**src/rtl/rf_arb_pkg.sv**
```systemverilog
// ---------------------------------------------------------------------------
// rf_arb_pkg
//   Shared types and defaults for the register-file write arbiter.
//   - arb_state_t : top-level sequencing state (zero-fill vs. normal run)
//   - req_id_t    : requester identity; the numeric value doubles as the
//                   bit index of that requester in the req/grant vectors
//   - default widths for address, data and stall counters
//   - other_req() : the requester that is not the given one (round-robin)
// ---------------------------------------------------------------------------
package rf_arb_pkg;

  localparam int RF_ARB_PW  = 4;  // register address width
  localparam int RF_ARB_DW  = 8;  // register data width
  localparam int RF_ARB_SCW = 8;  // stall counter width

  typedef enum logic {
    S_CLEAR = 1'b0,
    S_RUN   = 1'b1
  } arb_state_t;

  typedef enum logic {
    REQ_ALU = 1'b0,
    REQ_LD  = 1'b1
  } req_id_t;

  // The requester that should win a tie when 'r' was granted last.
  function automatic req_id_t other_req(input req_id_t r);
    req_id_t o;
    case (r)
      REQ_ALU: o = REQ_LD;
      REQ_LD:  o = REQ_ALU;
      default: o = REQ_ALU;
    endcase
    return o;
  endfunction

endpackage

```
**src/rtl/rf_write_arbiter_rr_arb2.sv**
```systemverilog
// ---------------------------------------------------------------------------
// rr_arb2
//   Two-requester round-robin arbiter. A single request is always granted;
//   on a tie the requester that was not granted last wins. The "last
//   granted" pointer moves only when a grant is actually issued, so idle
//   cycles and disabled cycles leave the fairness order untouched.
// Ports
//   clk     in  1  clock
//   reset   in  1  synchronous active-high reset (pointer -> REQ_LD, so
//                  REQ_ALU wins the first tie)
//   en      in  1  arbitration enable; no grant while low
//   req     in  2  request vector, bit 0 = ALU, bit 1 = LOAD
//   grant   out 2  one-hot (or zero) grant, combinational
// ---------------------------------------------------------------------------
module rr_arb2
  import rf_arb_pkg::*;
(
  input  logic       clk,
  input  logic       reset,
  input  logic       en,
  input  logic [1:0] req,
  output logic [1:0] grant
);

  req_id_t last;

  // Grant decision: pass single requests through, break ties by pointer.
  always_comb begin
    grant = 2'b00;
    if (en) begin
      if (req == 2'b11) begin
        if (other_req(last) == REQ_ALU) begin
          grant = 2'b01;
        end else begin
          grant = 2'b10;
        end
      end else begin
        grant = req;
      end
    end else begin
      grant = 2'b00;
    end
  end

  // Remember who was granted last; only a real grant moves the pointer.
  always_ff @(posedge clk) begin
    if (reset) begin
      last <= REQ_LD;
    end else if (grant[0]) begin
      last <= REQ_ALU;
    end else if (grant[1]) begin
      last <= REQ_LD;
    end else begin
      last <= last;
    end
  end

endmodule

```
**src/rtl/rf_write_arbiter.sv**
```systemverilog
// ---------------------------------------------------------------------------
// rf_write_arbiter
//   Owns the single write port of the register file and shares it between
//   the ALU and LOAD writeback paths with a valid/ready handshake and
//   round-robin tie-breaking. After reset or clr_req every register is
//   zero-filled (one address per cycle, 2**PW cycles) before any request
//   is accepted. Accepted writes appear on the registered rf_* outputs one
//   cycle after the handshake.
//
// Configuration macro
//   RF_ARB_BYPASS_EN : adds two read-port forwarding muxes so a reader sees
//                      the value currently being written (rd_addrA/B,
//                      rf_datA/B in; fwd_datA/B out). Absent by default.
//
// Ports
//   clk            in   1    clock, all state on posedge
//   reset          in   1    synchronous active-high reset
//   clr_req        in   1    pulse: restart the zero-fill sequence
//   alu_valid/addr/data in   ALU write request
//   alu_ready      out  1    ALU request accepted this cycle (combinational)
//   ld_valid/addr/data  in   LOAD write request
//   ld_ready       out  1    LOAD request accepted this cycle (combinational)
//   rf_wr_en       out  1    register file write enable (registered)
//   rf_wr_addr     out  PW   register file write address (registered)
//   rf_dat_in      out  DW   register file write data (registered)
//   busy           out  1    high while zero-fill is in progress
//   alu_stall_cnt  out  SCW  saturating count of ALU stall cycles
//   ld_stall_cnt   out  SCW  saturating count of LOAD stall cycles
// ---------------------------------------------------------------------------
module rf_write_arbiter
  import rf_arb_pkg::*;
#(
  parameter int PW  = RF_ARB_PW,
  parameter int DW  = RF_ARB_DW,
  parameter int SCW = RF_ARB_SCW
) (
  input  logic           clk,
  input  logic           reset,
  input  logic           clr_req,
  input  logic           alu_valid,
  input  logic [PW-1:0]  alu_addr,
  input  logic [DW-1:0]  alu_data,
  output logic           alu_ready,
  input  logic           ld_valid,
  input  logic [PW-1:0]  ld_addr,
  input  logic [DW-1:0]  ld_data,
  output logic           ld_ready,
`ifdef RF_ARB_BYPASS_EN
  input  logic [PW-1:0]  rd_addrA,
  input  logic [PW-1:0]  rd_addrB,
  input  logic [DW-1:0]  rf_datA,
  input  logic [DW-1:0]  rf_datB,
  output logic [DW-1:0]  fwd_datA,
  output logic [DW-1:0]  fwd_datB,
`endif
  output logic           rf_wr_en,
  output logic [PW-1:0]  rf_wr_addr,
  output logic [DW-1:0]  rf_dat_in,
  output logic           busy,
  output logic [SCW-1:0] alu_stall_cnt,
  output logic [SCW-1:0] ld_stall_cnt
);

  localparam logic [PW-1:0]  FILL_LAST = {PW{1'b1}};
  localparam logic [SCW-1:0] STALL_MAX = {SCW{1'b1}};

  arb_state_t    state;
  logic [PW-1:0] fill_cnt;
  logic          arb_en;
  logic [1:0]    grant;

  // Arbitration only in RUN; clr_req and reset suppress any grant that cycle.
  assign arb_en = (state == S_RUN) && !clr_req && !reset;

  rr_arb2 u_rr_arb2 (
    .clk   (clk),
    .reset (reset),
    .en    (arb_en),
    .req   ({ld_valid, alu_valid}),
    .grant (grant)
  );

  // Bit positions follow req_id_t: bit 0 = ALU, bit 1 = LOAD.
  assign alu_ready = grant[0];
  assign ld_ready  = grant[1];

  // Sequencer: zero-fill in S_CLEAR, forward the granted request in S_RUN.
  always_ff @(posedge clk) begin
    if (reset) begin
      state      <= S_CLEAR;
      fill_cnt   <= {PW{1'b0}};
      rf_wr_en   <= 1'b0;
      rf_wr_addr <= {PW{1'b0}};
      rf_dat_in  <= {DW{1'b0}};
      busy       <= 1'b1;
    end else if (clr_req) begin
      // Restart the fill from address 0; no write is issued this cycle.
      state    <= S_CLEAR;
      fill_cnt <= {PW{1'b0}};
      rf_wr_en <= 1'b0;
      busy     <= 1'b1;
    end else begin
      case (state)
        S_CLEAR: begin
          rf_wr_en   <= 1'b1;
          rf_wr_addr <= fill_cnt;
          rf_dat_in  <= {DW{1'b0}};
          fill_cnt   <= fill_cnt + 1'b1;
          // busy drops together with the edge that issues the last address.
          if (fill_cnt == FILL_LAST) begin
            state <= S_RUN;
            busy  <= 1'b0;
          end else begin
            state <= S_CLEAR;
            busy  <= 1'b1;
          end
        end
        S_RUN: begin
          busy <= 1'b0;
          if (grant[0]) begin
            rf_wr_en   <= 1'b1;
            rf_wr_addr <= alu_addr;
            rf_dat_in  <= alu_data;
          end else if (grant[1]) begin
            rf_wr_en   <= 1'b1;
            rf_wr_addr <= ld_addr;
            rf_dat_in  <= ld_data;
          end else begin
            // Address/data hold their last value while idle.
            rf_wr_en <= 1'b0;
          end
        end
        default: begin
          state    <= S_CLEAR;
          fill_cnt <= {PW{1'b0}};
          rf_wr_en <= 1'b0;
          busy     <= 1'b1;
        end
      endcase
    end
  end

  // Stall counters: count valid-without-ready cycles, saturate, clear on clr_req.
  always_ff @(posedge clk) begin
    if (reset || clr_req) begin
      alu_stall_cnt <= {SCW{1'b0}};
      ld_stall_cnt  <= {SCW{1'b0}};
    end else begin
      if (alu_valid && !alu_ready && (alu_stall_cnt != STALL_MAX)) begin
        alu_stall_cnt <= alu_stall_cnt + 1'b1;
      end
      if (ld_valid && !ld_ready && (ld_stall_cnt != STALL_MAX)) begin
        ld_stall_cnt <= ld_stall_cnt + 1'b1;
      end
    end
  end

`ifdef RF_ARB_BYPASS_EN
  // Read-port forwarding: a read of the address being written sees new data.
  always_comb begin
    fwd_datA = rf_datA;
    fwd_datB = rf_datB;
    if (rf_wr_en && (rf_wr_addr == rd_addrA)) begin
      fwd_datA = rf_dat_in;
    end else begin
      fwd_datA = rf_datA;
    end
    if (rf_wr_en && (rf_wr_addr == rd_addrB)) begin
      fwd_datB = rf_dat_in;
    end else begin
      fwd_datB = rf_datB;
    end
  end
`endif

endmodule
```
**config.mk**
```make
export PLATFORM = sky130hd
export DESIGN_NAME = rf_write_arbiter
export DESIGN_NICKNAME = d
export VERILOG_FILES = /design/src/rtl/rf_arb_pkg.sv /design/src/rtl/rf_write_arbiter_rr_arb2.sv /design/src/rtl/rf_write_arbiter.sv
export SDC_FILE = /design/constraint.sdc
export NUM_CORES = 1
export LEC_CHECK = 0
export ABC_AREA = 1
export ABC_CLOCK_PERIOD_IN_PS = 1700
export BUFFER_PORTS_ARGS = -buffer_cell sky130_fd_sc_hd__buf_2
export CAP_MARGIN = 0
export CORE_MARGIN = 8
export CORE_UTILIZATION = 35
export DETAILED_ROUTE_END_ITERATION = 8
export PLACE_DENSITY = 0.57
export RECOVER_POWER = 50
export REMOVE_ABC_BUFFERS = 1
export SYNTH_ARGS = -nofsm -noshare
export SYNTH_HDL_FRONTEND = slang
export SYNTH_SLANG_ARGS = --single-unit
```
**constraint.sdc**
```tcl
create_clock -name clk -period 1.7 [get_ports clk]
set_input_delay 0.17 -clock clk [delete_from_list [all_inputs] [get_ports clk]]
set_output_delay 0.17 -clock clk [all_outputs]
set_load 0.02 [all_outputs]
```
Yosys cells after proc, flatten, opt, wreduce, memory -nomap -nowiden

Index checks and enable logic that the tools add are counted.

Memories: 0
Register bits after elaboration: 36
Latch bits: 0
Bits in read-only memories: 0
Output and inout port bits: 32
Input port bits: 29
Bits in writable memories: 0

$add $sub $neg: 3
Equality and inequality tests: 5
Shift operators: 0
Magnitude comparators: 0
Multiplexer cells: 21
Reductions and logical operators: 14
Bitwise logic cells: 3
Multiply operators: 0
Divide/modulo/power cells: 0

Operators with widths:

| operator                                               | count |
|---|---|
| adder 8 x 1 -> 8 bit (second input constant)           | 2 |
| 2-to-1 mux 8 bit                                       | 2 |
| inequality test 8 bit (second input constant)          | 2 |
| case mux 8 bit (2 select lines)                        | 1 |
| 2-to-1 mux 1 bit                                       | 9 |
| 2-to-1 mux 4 bit                                       | 2 |
| case mux 4 bit (2 select lines)                        | 1 |
| logical AND 1 bit                                      | 6 |
| 2-to-1 mux 2 bit                                       | 3 |
| case mux 1 bit (2 select lines)                        | 3 |
| adder 4 x 1 -> 4 bit (second input constant)           | 1 |
| == test 4 bit (second input constant)                  | 1 |
| logical NOT 1 bit                                      | 4 |
| inequality test 3 x 1 -> 1 bit (second input constant) | 1 |
| inverter 1 bit                                         | 3 |
| == test 2 bit (second input constant)                  | 1 |
| AND reduction 2 bit                                    | 1 |
| nonzero test 2 bit                                     | 1 |
| OR reduction 2 bit                                     | 1 |
| logical OR 1 bit                                       | 1 |

Depth between registers and ports, before layout

Depth in word-level cells: 10
Depth in mapped cells: 10
Mapped depth without buffers: 9

Hierarchy

From an unflattened synthesis, not the netlist that was laid out.

Cells, all modules: 288
Area total of the unflattened synthesis: 1,929.4 sq um

Modules (own cells, without submodules):

| module           | area an instance (sq um) | times used | sequential area each (sq um) | cells each |
|---|---|---|---|---|
| rf_write_arbiter | 1,858.0                  | 1          | 700.7                        | 275 |
| rr_arb2          | 71.3                     | 1          | 20.0                         | 13 |

Worst setup path after synthesis

No wires, ideal clock.

Kind: flip-flop to flip-flop
Start: register ld_stall_cnt[0]
End: register ld_stall_cnt[7]
Arrival: 1.351 ns
Data required time: 1.568 ns
Path buffers: 0
Setup time: 0.132 ns
Period minus slack after synthesis: 1.484 ns
Slack: 0.216 ns
Stages on the path, launching flop included: 9
Cells stage by stage: dfxtp_1 > ha_1 > nand2_1 > nor2_1 > nand4_1 > nand3_2 > inv_2 > nand2_1 > a21oi_1

Longest elaborated chain between the ends: 2
Elaborated cells on any way between the ends: 3

RTL lines:

| what                                                                         | RTL line                | source |
|---|---|---|
| from (decl)                                                                  | rf_write_arbiter.sv:61  | `output logic [SCW-1:0] ld_stall_cnt` |
| from (signal assigned)                                                       | rf_write_arbiter.sv:147 | `ld_stall_cnt <= {SCW{1'b0}};` |
| from (signal assigned)                                                       | rf_write_arbiter.sv:153 | `ld_stall_cnt <= ld_stall_cnt + 1'b1;` |
| parallel branches: the longest is 2 deep, another holds adder 8 x 1 -> 8 bit | -                       |  |

Parallel ways; which one is timed is not known.
A chain may end at the register's enable or synchronous reset.

Worst setup path in the final report

Start: register ld_stall_cnt[0]
End: register ld_stall_cnt[0]

The elaborated chain is that of the path after synthesis.

==> run metrics <==
crit end category=register; All-Layer GR Usage=0.114; clk_lat worst skew=approximately 280 ps; Synth Instances=285; CTS buffer count=5; total wire length=between 4000 and 5000 um; setup TNS=0 ps; Diodes inserted=0; min-delay worst type=in -> reg; routability cong.=slightly below 0.8; post-synthesis compound-gate area fraction=0.103; global-route wire length before repair=around 7200 um; Final ANT Viol Nets=0; highest fanout seen on the critical path=9; RSZ-0062 raised after global routing=no; largest family of logic cells by synthesized area=simple AND/OR/NAND/NOR gates; CP max-delay cell=dfxtp_1; die span in y=roughly 89 um; Cell Area, Synth=1890 sq um; number of synthesis warnings=0; drt pass-1 iters=4; # setup viols final=0; IO Pins=61; Post-Synth Simple-Gate Area=0.357; Worst R2R Setup Slack=slightly below 200 ps; DIE WIDTH=89.5 um; Sinks on Clock Net=36; hold depth=2; CP Launch Type=register; Final Slew Violations=0; Via density=4.45; Core ar.=5170 sq um; Synth top area share=0.381; worst hold path endpoint=rf_dat_in[1]; mux cell area share after synthesis=0; static leakage=1.06 nW; Root Driver=clkbuf_8; P&R area growth vs syn=22.2%; number of DRC markers in iteration 0=between 60 and 70; WL/cell=around 11 um; Critical Path, Cell by Cell=ha_1 > nand2_1 > nor2_1 > nand4_1 > nand3_2 > inv_2 > nand2_1 > a21oi_1; DRC Markers=0; Max-slew headroom=0.648; CTS tree=built; sequential share of the synthesized area=0.381; via count=1859; most frequent cells in the layout=92 x nand2_1, 43 x nor2_1, 36 x dfxtp_1; htree depth=2; initial antenna violation count=0; final net count=380; Die Area=~8000 sq um; Yosys top cell by area=dfxtp_1; commonest non-fill, non-tap cell in the layout=nand2_1; row count=26; Worst VDD drop=a little under 0.4 mV; CP required=about 1900 ps; Yosys reg bits=36; R2R cell count=8; worst clock skew=around 5.9 ps; fin crit period=between 1500 and 2000 ps; worst path bufs/invs=1; result of the run=complete, no violations; FF-to-FF End=ld_stall_cnt[0]; share of cells above drive strength 1=0.161; most frequent CP cell=nand2_1; Area contributors post-synth=dfxtp_1 38%, nand2_1 18%, nor2_1 8.5%, a21oi_1 7.7%, inv_1 5.6%; worst-margin pin slew=about 530 ps; # fillers=approximately 570; reg2reg start=ld_stall_cnt[0]; remaining global-route overflow=0; PwrDens=just over 700 nW/um^2; Crit Path Class=reg -> reg; area share of fa/ha/maj cells after synthesis=0.0199; final period utilization=0.884; Synth cell types=23; maxcap violations=0; Top delay family on crit path=simple AND/OR/NAND/NOR gates; min-delay src=reset; Mapped Avg Cell Area=6.63 sq um; HPWL after DPL=between 3000 and 4000 um; slowest stage delay, CP=400 ps; Bufs on Longest Clock Path=2; PortBufs=60; vias in the first global route=around 1600; Starting Density=0.366; final hold viol count=0; Synth Area in XOR/XNOR=0.0463; Final WS setup=between 150 and 200 ps; critical path data arrival time=between 1500 and 2000 ps; Max Fclk=~670 MHz; Worst-path clk slew=about 70 ps; largest net degree at the start of global routing=25; DP Worst Slack=between 150 and 200 ps
## worst max-delay path by stage
stage,cells past startpoint,end,slack [ps],from
after detailed placement,8,ld_stall_cnt[0],190,ld_stall_cnt[0]
after CTS,5,alu_ready,130,state
after global placement,8,ld_stall_cnt[7],160,ld_stall_cnt[0]
after global routing,8,ld_stall_cnt[1],10,ld_stall_cnt[0]
final,8,ld_stall_cnt[0],200,ld_stall_cnt[0]
after floorplan,8,rf_wr_addr[0],130,state
## report_power, final
group	total, mW	switching (mW)	internal [mW]
logic	0.145	0.0888	0.0558
registers	0.864	0.00898	0.855
clock network	0.651	0.290	0.361
total	1.66	0.388	1.27
## timing repair
| item | 4_1_cts | 5_1_grt |
|---|---|---|
| endpoints found under the hold margin | 0 | 0 |
| gates resized for setup | 0 | 1 |
| hold buffers | 0 | 0 |
| buffers inserted | 0 | 0 |
| endpoints found under the setup margin | 0 | 1 |
## logic make-up after synthesis
logic type / Yosys count
buffers and inverters: 40
adder cells (fa/ha/maj): 3
flip-flops: 36
XOR/XNOR: 10
AND/OR/NAND/NOR: 158
AO/OA/AOI/OAI: 38
## per-stage QoR
stage / power, mW / hold slack [ps] / std cells / instance area (sq um) / utilization
finish: 1.66 / 141 / 418 / 2310 / 0.447
global route: 1.74 / 131 / 418 / 2310 / 0.447
CTS: 1.69 / 129 / 418 / 2350 / 0.454
detailed placement: 1.03 / 433 / 411 / 2250 / 0.435
global placement: 1.03 / 434 / 411 / 2250 / 0.435
floorplan: 0.961 / 239 / 278 / 1840 / -
## routing by layer
layer,vias up,track usage,routed length (um)
met5,-,0,0
met1,790,0.143,2300
met2,52,0.177,1890
met4,0,0.0272,42
li1,1012,-,-
met3,5,0.0441,466
## cell type report
class / instances / area, sq um / share of cell area
multi-input cells: 209 / 996 / 0.431
inverters: 33 / 124 / 0.0536
clock buffers: 7 / 96.3 / 0.0417
repair buffers: 63 / 287 / 0.124
flip-flops and latches: 36 / 721 / 0.312
well taps: 70 / 87.6 / 0.0379
## state kept, by name, indices dropped and copies added, names as in the netlist
name and flops:
busy 1, alu_stall_cnt 8, state 1, rf_wr_en 1, ld_stall_cnt 8, u_rr_arb2.last 1
rf_dat_in 8, fill_cnt 4, rf_wr_addr 4
## cell usage after synthesis (all sizes together)
library cell  number
nand2             97
nor2              44
dfxtp             36
inv               33
a21oi             29
nand3             10
xor2               9
o21ai              7
buf                4
clkbuf             3
ha                 3
nand4              3
a22oi              2
nand3b             2
nor3               2
xnor2              1
Note: power is estimated with default switching activity, not from simulation.
